===== config.mk =====
export PLATFORM = sky130hd
export DESIGN_NAME = maj_net_tt_sequencer
export DESIGN_NICKNAME = d
export VERILOG_FILES = /design/src/rtl/maj_net_tt_sequencer.sv
export SDC_FILE = /design/constraint.sdc
export NUM_CORES = 1
export LEC_CHECK = 0
export ABC_AREA = 1
export CAP_MARGIN = 25
export CORE_ASPECT_RATIO = 0.6
export CORE_MARGIN = 5
export CORE_UTILIZATION = 25
export CTS_BUF_LIST = sky130_fd_sc_hd__clkbuf_2 sky130_fd_sc_hd__clkbuf_4 sky130_fd_sc_hd__clkbuf_8
export DETAILED_ROUTE_END_ITERATION = 10
export PLACE_DENSITY = 0.39
export SLEW_MARGIN = 15
export SYNTH_ARGS = -nofsm -noshare
export SYNTH_HDL_FRONTEND = slang
export SYNTH_SLANG_ARGS = --single-unit
export TNS_END_PERCENT = 100

===== constraint.sdc =====
create_clock -name clk -period 4 [get_ports clk]
set_input_delay 1 -clock clk [delete_from_list [all_inputs] [get_ports clk]]
set_output_delay 1 -clock clk [all_outputs]
set_load 0.05 [all_outputs]

===== src/rtl/maj_net_tt_sequencer.sv =====
// Time-shares one MAJ3 evaluator across a programmed majority-gate network,
// sweeping all input vectors to build the final gate's truth table.
module maj_net_tt_sequencer #(
  parameter int MAX_GATES  = 8,
  parameter int NUM_INPUTS = 7
) (
  input  logic         clk,
  input  logic         rst_n,
  input  logic         prog_we,
  input  logic [2:0]   prog_addr,
  input  logic [14:0]  prog_data,
  input  logic [3:0]   num_gates,
  input  logic         start,
  input  logic [127:0] exp_tt,
  output logic         busy,
  output logic         done,
  output logic [127:0] tt,
  output logic         match,
  output logic         err
);

  localparam int NUM_VECS = 1 << NUM_INPUTS;

  typedef enum logic [1:0] {IDLE, LOAD, EVAL, FIN} state_t;

  state_t               state, state_nxt;
  logic [14:0]          prog [MAX_GATES];
  logic [MAX_GATES-1:0] res;
  logic [3:0]           n_q;
  logic [127:0]         exp_q;
  logic [6:0]           v;
  logic [2:0]           g;

  logic [14:0] word;
  logic [3:0]  sel_j;
  logic        raw_j;
  logic [2:0]  op;
  logic        gate_out, fwd_ref, last_gate, last_vec, n_bad;

  // Operand fetch and the shared MAJ3 for gate g of vector v.
  always_comb begin
    // NOTE: every always_comb output gets a default first so no path infers a latch.
    word    = prog[g];
    fwd_ref = 1'b0;
    op      = '0;
    sel_j   = '0;
    raw_j   = 1'b0;
    for (int j = 0; j < 3; j++) begin
      sel_j = word[4*j +: 4];
      if (sel_j == 4'd0) begin
        raw_j = 1'b0;
      end else if (!sel_j[3]) begin
        raw_j = v[sel_j[2:0] - 3'd1];
      end else if (sel_j[2:0] < g) begin
        raw_j = res[sel_j[2:0]];
      end else begin
        // Gate not yet computed for this vector: read as 0 and flag it.
        raw_j   = 1'b0;
        fwd_ref = 1'b1;
      end
      op[j] = raw_j ^ word[12+j];
    end
    gate_out  = (op[0] & op[1]) | (op[0] & op[2]) | (op[1] & op[2]);
    last_gate = ({1'b0, g} == n_q - 4'd1);
    last_vec  = (v == 7'(NUM_VECS - 1));
    n_bad     = (num_gates == 4'd0) || (num_gates > 4'(MAX_GATES));
  end

  always_comb begin
    state_nxt = state;
    case (state)
      IDLE:    if (start) state_nxt = LOAD;
      LOAD:    state_nxt = n_bad ? FIN : EVAL;
      EVAL:    if (last_gate && last_vec) state_nxt = FIN;
      FIN:     state_nxt = IDLE;
      default: state_nxt = IDLE;
    endcase
  end

  assign busy = (state == LOAD) || (state == EVAL);
  assign done = (state == FIN);

  always_ff @(posedge clk or negedge rst_n) begin
    // NOTE: sequential state uses non-blocking assignments so all registers update from pre-edge values.
    if (!rst_n) state <= IDLE;
    else        state <= state_nxt;
  end

  always_ff @(posedge clk or negedge rst_n) begin
    // NOTE: the program memory is reset explicitly because a reset must leave an empty program.
    if (!rst_n) begin
      for (int i = 0; i < MAX_GATES; i++) prog[i] <= '0;
    end else if (prog_we && state == IDLE && {1'b0, prog_addr} < 4'(MAX_GATES)) begin
      prog[prog_addr] <= prog_data;
    end
  end

  always_ff @(posedge clk or negedge rst_n) begin
    if (!rst_n) begin
      res   <= '0;
      n_q   <= '0;
      exp_q <= '0;
      v     <= '0;
      g     <= '0;
      tt    <= '0;
      match <= 1'b0;
      err   <= 1'b0;
    end else begin
      case (state)
        LOAD: begin
          n_q   <= num_gates;
          exp_q <= exp_tt;
          tt    <= '0;
          v     <= '0;
          g     <= '0;
          err   <= n_bad;
          match <= n_bad ? (exp_tt == '0) : 1'b0;
        end
        EVAL: begin
          res[g] <= gate_out;
          if (fwd_ref) err <= 1'b1;
          if (last_gate) begin
            tt[v] <= gate_out;
            g     <= '0;
            v     <= v + 7'd1;
            // tt[v] is still clear here, so OR-ing in the new bit gives the final table.
            if (last_vec) match <= ((tt | (128'(gate_out) << v)) == exp_q);
          end else begin
            g <= g + 3'd1;
          end
        end
        default: ;
      endcase
    end
  end

endmodule

; ---- Word-level counts from Yosys, hierarchy flattened
; Cells that the tools add are included.
[word_totals]
ff_bits = 402
word_cells = 139
[op_classes]
n_addsub = 6
order_cmp = 17
n_eq_ne = 11
n_shift = 1
muxes = 58
bitwise_logic = 11
n_reduce_logical = 18
[ops]
columns = op, n
row1 = one-hot mux 128 bit (2 select lines), 1
row2 = bitwise mux 128 bit, 1
row3 = equality test 128 bit, 1
row4 = zero test 128 bit, 1
row5 = two-way mux 128 bit, 1
row6 = bitwise OR 128 bit, 1
row7 = << shifter 1 x 7 -> 128 bit, 1
row8 = bitwise mux 120 bit, 1
row9 = binary-select mux 15 bit (select 3 bit), 1
row10 = demux 15 bit (select 3 bit), 1
row11 = two-way mux 15 bit, 3
row12 = two-way mux 1 bit, 31
row13 = "< comparator 3 x 4 -> 1 bit, second input constant", 7
row14 = binary-select mux 1 bit (select 3 bit), 6
row15 = zero test 4 bit, 4
row16 = one-hot mux 7 bit (2 select lines), 1
row17 = "!= test 2 bit, second input constant", 5
row18 = < comparator 3 bit, 3
row19 = "subtractor 3 x 1 -> 3 bit, second input constant", 3
row20 = bitwise mux 8 bit, 1
row21 = ">= comparator 4 bit, second input constant", 2
row22 = "< comparator 7 x 8 -> 1 bit, second input constant", 1
row23 = NOT 3 -> 4 bit, 2
row24 = one-hot mux 2 bit (4 select lines), 1
row25 = 27 further kinds, 42

; ---- Longest topological paths before layout
; Gate-level depths: netlist (run 1).
[logic_depth]
ltp_word = 19
depth_mapped = 36
depth_no_buf = 34

; ---- Least setup slack after synthesis (run 1)
; No wires, ideal clock.
[synth_path]
path_type = flip-flop to flip-flop
from = reg g[0]
to = reg match
arrival_ns = 3.234
setup_slack_ns = 0.695
path_stages_with_launch = 33
cell_sequence = dfrtp_1 > buf_6 > buf_6 > or2_0 > o211ai_2 > nand2_1 > nor2_2 > ha_1 > nand2_1 > nor2_1 > nor2_1 > nand3_1 > nand3_2 > nand3_2 > nand2_1 > nand2_1 > nand2_1 > nand2_2 > nand2_4 > inv_2 > buf_6 > buf_6 > nand2_2 > nand2_1 > a21oi_1 > nand2_1 > nor2_1 > nand2_1 > nor2_1 > nand3_1 > nor2_1 > nor2_1 > nor2_1
[synth_via]
elab_chain_len = 19
word_cells_on_any_way = 51
classes_between = add/sub (3) / order compare (3) / eq/ne (3) / shift (1) / mux (27) / bitwise (10) / reduce/logical (4)
[synth_lines]
columns = item, line
row1 = from (decl), 32  ; logic [2:0] g;
row2 = from (signal assigned), 129  ; g <= g + 3'd1;
row3 = NOT 3 -> 4 bit (not written as such), 43  ; word = prog[g];
row4 = binary-select mux 15 bit (select 3 bit), 43
row5 = two-way mux 15 bit (not written as such) (2 in series), 43
row6 = subtractor 3 x 1 -> 3 bit or binary-select mux 1 bit (select 3 bit) (tied branches), "53, 55"
row7 = binary-select mux 1 bit (select 3 bit) or two-way mux 1 bit (tied branches), "53, 55"
row8 = two-way mux 1 bit (on tied branches), "53, 54"
row9 = two-way mux 1 bit, 52  ; end else if (!sel_j[3]) begin
row10 = two-way mux 1 bit, 50  ; if (sel_j == 4'd0) begin
row11 = bitwise XOR 1 bit, 61  ; op[j] = raw_j ^ word[12+j];
row12 = bitwise AND 1 bit, 63  ; gate_out = (op[0] & op[1]) | (op[0] & op[2]) | (op[1] & op[2]);
row13 = bitwise OR 1 bit (2 in series), 63
row14 = << shifter 1 x 7 -> 128 bit, 127  ; if (last_vec) match <= ((tt | (128'(gate_out) << v)) == exp_q);
row15 = bitwise OR 128 bit, 127
row16 = equality test 128 bit, 127
row17 = two-way mux 1 bit, 127
row18 = two-way mux 1 bit, 122  ; if (last_gate) begin
row19 = one-hot mux 1 bit (2 select lines), 109  ; case (state)
row20 = to (signal assigned), 117  ; match <= n_bad ? (exp_tt == '0) : 1'b0;
row21 = to (signal assigned), 127
row22 = to (decl), 18  ; output logic match,
; Several ways; a longest one is shown, not always the timed one. The select of a mux whose other input is x is not followed.
; A chain may end at the register's enable or synchronous reset.

; ---- Worst setup path in the final report (run 1)
; Same ends and word-level chain as after synthesis.

==> results of run 1 <==
[kinds of logic (layout without fill, tap and decap cells)]
logic type      Yosys count  count (layout)  synth area share [%]
buf+inv                 545            1064                 9.887
mux                       3               3                0.1318
simple gates           1812            1812                 33.21
flops                   402             402                 44.16
xor+xnor                 10              10                0.3845
fa+ha+maj                17              17                0.9338
other cells               0               2                     0
compound gates          488             488                 11.29
[layer usage]
metal / wire, um / up-vias / track usage [%]
li1: - / 11392 / -
met1: 58090 / 11419 / 36.49
met2: 43770 / 876 / 30.06
met3: 10790 / 127 / 7.230
met4: 2069 / 2 / 4.592
met5: 188 / - / 0
[worst max-delay path by stage]
stage	start	endpoint	cells past startpoint	slack, ps
2_1_floorplan	g[0]$_DFFE_PN0P_	match$_DFFE_PN0P_	32	690
3_3_place_gp	g[2]$_DFFE_PN0P_	match$_DFFE_PN0P_	30	-330
3_5_place_dp	g[2]$_DFFE_PN0P_	match$_DFFE_PN0P_	27	-380
4_1_cts	g[0]$_DFFE_PN0P_	match$_DFFE_PN0P_	31	-30
5_1_grt	g[0]$_DFFE_PN0P_	match$_DFFE_PN0P_	35	-290
6_report	g[0]$_DFFE_PN0P_	match$_DFFE_PN0P_	30	-30
[power by group]
part | total, mW | internal (mW) | switching [mW]
Sequential | 6.19 | 5.39 | 0.799
Combinational | 23.3 | 9.59 | 13.7
Clock | 4.45 | 2.42 | 2.03
Total | 34.0 | 17.4 | 16.6
[registers in the layout (all words and copies together) (netlist names)]
signal / flops
state: 2
n_q: 4
prog: 120
g: 3
match: 1
exp_q: 128
err: 1
v: 7
res: 8
tt: 128
[timing repair]
item / 4_1_cts / 5_1_grt
endpoints found under the setup margin: 1 / 2
resized for setup: 116 / 176
setup buffers: 48 / 19
gates cloned: 9 / 1
pin swaps: 55 / 112
hold buffers: 0 / 0
[cell usage in the layout, fill, tap and decap left out, types with 4 or more instances in the layout]
| cell | n |
|---|---|
| clkbuf_4 | 30 |
| dfrtp_1 | 401 |
| nand3_1 | 278 |
| ha_1 | 10 |
| inv_1 | 382 |
| nor2_2 | 37 |
| a31oi_1 | 8 |
| o211ai_1 | 8 |
| buf_4 | 182 |
| nand4_1 | 15 |
| nand3_4 | 7 |
| or2_1 | 5 |
| nor2_1 | 298 |
| nand2_4 | 16 |
| o22ai_1 | 4 |
| buf_6 | 10 |
| nor2_4 | 13 |
| nand2_2 | 98 |
| a21oi_1 | 79 |
| xor2_1 | 7 |
| inv_2 | 10 |
| a32o_1 | 14 |
| nor3_1 | 8 |
| nand3_2 | 53 |
| clkbuf_8 | 92 |
| clkdlybuf4s50_1 | 284 |
| nand2_1 | 933 |
| buf_16 | 8 |
| clkinvlp_4 | 4 |
| o21ai_0 | 353 |
| o21ai_1 | 12 |
| nor4_1 | 38 |
| clkinv_2 | 6 |
| buf_12 | 44 |
| ha_4 | 7 |
[metrics by stage]
stage | instances | setup slack (ps)
finish | 5016 | -30.93
global placement | 4809 | -327.2
global route | 5015 | -291.0
floorplan | 3277 | 694.8
detailed placement | 4809 | -381.8
CTS | 4999 | -26.68
[layout make-up]
cell class | count | share of cell area (%)
well taps | 1218 | 4.814
multi-input cells | 2330 | 36.13
inverters | 398 | 4.787
clock inverters | 11 | 0.3044
repair buffers | 533 | 17.46
clock buffers | 122 | 4.712
diodes | 2 | 0.01581
flip-flops and latches | 402 | 31.78
==> impl_metrics.py, run 1 <==
metrics = {
    "routing": {
        "final_antenna_net_count": 0,
        "wl_per_cell_um": 22.91,
        "vias_per_cell": 4.748,
        "drtIter0Drc": 2307,
        "wl_mm": 114.9,
        "drt_first_pass_iters": 7,
        "drc": 0,
        "vias": 23816,
    },
    "timing": {
        "fin_hold_ws_ps": 293.7,
        "max_slew_margin_pct": 37.01,
        "grt_setup_unrepaired": "yes",
        "finalMaxSlewViolations": 0,
        "layout_min_cycle_time_ps": 4031,
        "tightest_slew_ps": 943.8,
        "setup_viol": 1,
        "layout_setup_ws_ps": -30.93,
        "fin_crit_sh_pct": 100.8,
        "fin_tns_setup_ps": -30.93,
        "fin_skew_ps": 67.69,
        "max_freq_ghz": 0.2481,
        "hold_viol_final": 0,
    },
    "clocking": {
        "clock_path_buffers": 3,
        "cts_tree": "yes",
        "clock-sinks": 402,
        "h-tree-depth": 3,
        "clk_latency_ps": 750,
        "cts_made_buffers": 76,
        "clkTransAtPathRegs_ps": 60,
        "cts_root_buf": "clkbuf_8",
    },
    "setup_path": {
        "crit_top_cell": "nand2_1",
        "path_class": "flip-flop to flip-flop",
        "cp.arrival_ps": 4690,
        "cp-start-kind": "flip-flop",
        "worstReg2RegEnd": "match$_DFFE_PN0P_",
        "r2r_cells": 30,
        "cp_num_buf_inv": 8,
        "required_ps": 4660,
        "r2r_start": "g[0]$_DFFE_PN0P_",
        "slowest_stage": "dfrtp_2",
        "r2r_slack_ps": -30,
        "critPathTopFamily": "simple AND/OR/NAND/NOR gates",
        "worst-path-max-fanout": 15,
        "cp-end-kind": "flip-flop",
        "slowest_delay_ps": 450,
    },
    "placement": {
        "hpwl_mm": 82.80,
        "globalplace.congestion": 0.8771,
        "portBuffers": 285,
        "place_area_sq_um": 28210,
    },
    "cells_and_area": {
        "multi_input_area_sq_um": 11440,
        "final_nets": 3912,
        "fillers": 9668,
        "drive_above_1_share_pct": 17.07,
        "final_util_pct": 35.14,
        "area_growth_pct": 38.97,
        "seqCellArea_sq_um": 10060,
        "final_area_sq_um": 31650,
    },
    "die": {
        "core_area_sq_um": 90080,
        "ios": 286,
        "rows": 85,
        "start_util_pct": 25.29,
        "die_y_um": 243.8,
        "die_x_um": 399.7,
        "die_area_sq_um": 97450,
    },
    "power_and_ir_drop": {
        "leakagePower_nw": 14.55,
        "powerDensity_nw_per_um2": 1073,
        "ir_worst_vdd_uv": 1210,
        "power_mw": 33.97,
    },
    "logic_synthesis": {
        "synth_commonest_cells": "1038 x nand2_1, 402 x dfrtp_1, 384 x inv_1",
        "synth_cell_type_count": 45,
        "synth_nets": 3448,
        "yosys.area.top_type": "dfrtp_1",
        "ys.flop_type": "dfrtp_1",
        "synth_area_per_cell_sq_um": 6.951,
        "synth.area.top_cells": "dfrtp_1 44%, nand2_1 17%, o21ai_0 7.8%",
        "async_flop_share_pct": 100.0,
        "ys_warn_count": 0,
        "netlist_area_sq_um": 22780,
        "synth-edff-count": 0,
        "syn_inst": 3277,
        "ys_seq_area_share_pct": 44.16,
        "synth_top_cell_area_share_pct": 44.16,
        "yosysMostFrequentCell": "nand2_1",
        "ys_seq_elements": 402,
    },
    "global_routing": {
        "grt_use_total_pct": 23.10,
        "gr-total-overflow": 0,
        "grt_max_degree": 182,
        "grt_pass1_vias": 22678,
        "grt_pass1_wl_mm": 164.1,
        "grt_antenna_before_repair": 4,
    },
    "flow_run": {
        "cap_violations": 0,
    },
    "outcome": {
        "outcome": "finished with violations",
        "violations": "setup timing",
    },
    "hold_path": {
        "hold_class": "input port to async pin",
    },
}
Power figures use the tool's default switching activity.
==> inputs of run 2 (changes only) <==
CORE_UTILIZATION = 40   (was 25)
PLACE_DENSITY = 0.58   (was 0.39)
==> run 2 against run 1 <==
Against the previous run: the run still ends with setup timing left; count of clock-buffer cells in the layout down 15; register-to-register slack worse by 90 ps; highest routed layer is now met4; sequential share of layout area up 1.7 points; first-iteration DRC count up 22%; critical endpoint unchanged; largest power group unchanged; fmax down 2.2%; final cell count down 11%; critical path type unchanged; sequential cell count unchanged; clock skew down 37 ps; total power down 9.7%; non-clock buffer count down 52.
==> impl_metrics.py, run 2 (synthesized netlist as in run 1, its figures left out) <==
metrics = {
    "timing": {
        "layout_min_cycle_time_ps": 4121,
        "hold_viol_final": 0,
        "max_freq_ghz": 0.2427,
        "tightest_slew_ps": 1175,
        "setup_viol": 1,
        "finalMaxSlewViolations": 0,
        "fin_skew_ps": 30.35,
        "layout_setup_ws_ps": -120.8,
        "fin_hold_ws_ps": 325.4,
        "fin_tns_setup_ps": -120.8,
        "fin_crit_sh_pct": 103.0,
        "max_slew_margin_pct": 21.63,
        "grt_setup_unrepaired": "yes",
    },
    "setup_path": {
        "cp-start-kind": "flip-flop",
        "slowest_delay_ps": 490,
        "required_ps": 4600,
        "worst-path-max-fanout": 7,
        "cp.arrival_ps": 4720,
        "cp-end-kind": "flip-flop",
        "slowest_stage": "dfrtp_2",
        "path_class": "flip-flop to flip-flop",
    },
    "clocking": {
        "ctsHoldBuffers": 0,
        "clock-sinks": 402,
        "clkTransAtPathRegs_ps": 70,
        "h-tree-depth": 3,
        "cts_made_buffers": 68,
        "clock_path_buffers": 3,
        "clk_latency_ps": 670,
        "cts_tree": "yes",
        "cts_root_buf": "clkbuf_8",
    },
    "die": {
        "die_area_sq_um": 61970,
        "rows": 67,
        "die_x_um": 318.1,
        "die_y_um": 194.8,
        "core_area_sq_um": 56080,
        "ios": 286,
        "start_util_pct": 40.62,
    },
    "routing": {
        "wl_per_cell_um": 22.39,
        "wl_mm": 100.5,
        "drt_first_pass_iters": 7,
        "final_antenna_net_count": 0,
        "vias": 24369,
        "drtIter0Drc": 2820,
        "drc": 0,
        "vias_per_cell": 5.430,
    },
    "cells_and_area": {
        "layout_commonest_cell": "nand2_1",
        "mostFrequentLayoutCells": "991 x nand2_1, 401 x dfrtp_1, 381 x inv_1",
        "final_nets": 3852,
        "drive_above_1_share_pct": 13.17,
        "area_growth_pct": 32.06,
        "final_area_sq_um": 30080,
        "reg.largest.list": "exp_q x128, tt x128, prog x120",
    },
    "global_routing": {
        "grt_antenna_before_repair": 1,
        "gr-total-overflow": 0,
        "grt_max_degree": 214,
        "grt_pass1_wl_mm": 146.6,
        "grt_use_total_pct": 31.14,
        "grt_pass1_vias": 22731,
    },
    "flow_run": {
        "cap_violations": 0,
    },
    "placement": {
        "hpwl_mm": 72.53,
        "place_area_sq_um": 27440,
        "globalplace.congestion": 0.9686,
        "portBuffers": 285,
    },
    "power_and_ir_drop": {
        "leakagePower_nw": 14.06,
        "powerDensity_nw_per_um2": 1019,
        "ir_worst_vdd_uv": 970.7,
    },
    "outcome": {
        "violations": "setup timing",
        "outcome": "finished with violations",
    },
    "hold_path": {
        "hold_class": "input port to async pin",
    },
}
run 2: changes by cell type in the layout (fill, tap and decap cells not counted), sizes merged:
cell,before,now
buf,247,190
clkbuf,123,112
clkinv,8,12
inv,396,393
clkinvlp,4,2
bufbuf,1,2
diode,2,1
run 2: final cells by class:
cell class | count | area (sq um)
Fill cell | 5373 | 26000
Multi-Input combinational cell | 2330 | 11050
Sequential cell | 402 | 10060
Timing Repair Buffer | 481 | 5047
Inverter | 398 | 1516
Clock buffer | 107 | 1373
Tap cell | 759 | 949.7
Clock inverter | 10 | 77.57
Antenna cell | 1 | 2.502
run 2: worst paths after layout:
check	slack, ps	cells after the start	endpoint	from
setup reg to reg	-120	31	match$_DFFE_PN0P_	g[0]$_DFFE_PN0P_
hold / removal	330	1	prog[37]$_DFFE_PN0P_	rst_n
hold reg to reg	480	2	prog[117]$_DFFE_PN0P_	prog[117]$_DFFE_PN0P_
setup / recovery	-120	31	match$_DFFE_PN0P_	g[0]$_DFFE_PN0P_
min in group clk	480	2	prog[117]$_DFFE_PN0P_	prog[117]$_DFFE_PN0P_
max in group asynchronous	2660	2	exp_q[6]$_DFFE_PN0P_	rst_n
run 2: power by group:
| part | leakage, nW | internal, mW | switching [mW] |
|---|---|---|---|
| Clock | 0.773 | 2.24 | 1.85 |
| Combinational | 8.03 | 7.90 | 12.4 |
| Sequential | 5.26 | 5.39 | 0.871 |
| Total | 14.1 | 15.5 | 15.1 |
run 2: what timing repair did:
item	in CTS	in global routing
endpoints found under the setup margin	1	1
pin swaps	17	67
gates cloned	5	5
buffers inserted	13	11
resized for setup	78	109
run 2: routing by layer:
metal	vias up	wire length (um)	GRT usage, %
met3	130	12540	10.57
met5	-	0	0
met1	11699	47180	48.58
met2	1286	38610	40.94
li1	11254	-	-
met4	0	2145	7.084
run 2: worst max-delay path: cells and delay by family, from the launching register on:
kind | cells | cell delay [ps]
and+or+nand+nor | 22 | 2250
DFF | 1 | 490
buffers and inverters | 8 | 980
adders and majority gates | 1 | 300
run 2: through the flow:
stage          std cells  total power, mW  util (%)  setup slack [ps]
2_1_floorplan       3277            14.65         -             694.8
3_3_place_gp        4334            21.32     48.83            -527.5
3_5_place_dp        4336            21.50     48.93            -518.1
4_1_cts             4471            28.12     52.52           -0.7718
5_1_grt             4487            31.90     53.63            -339.0
6_report            4488            30.66     53.64            -120.8
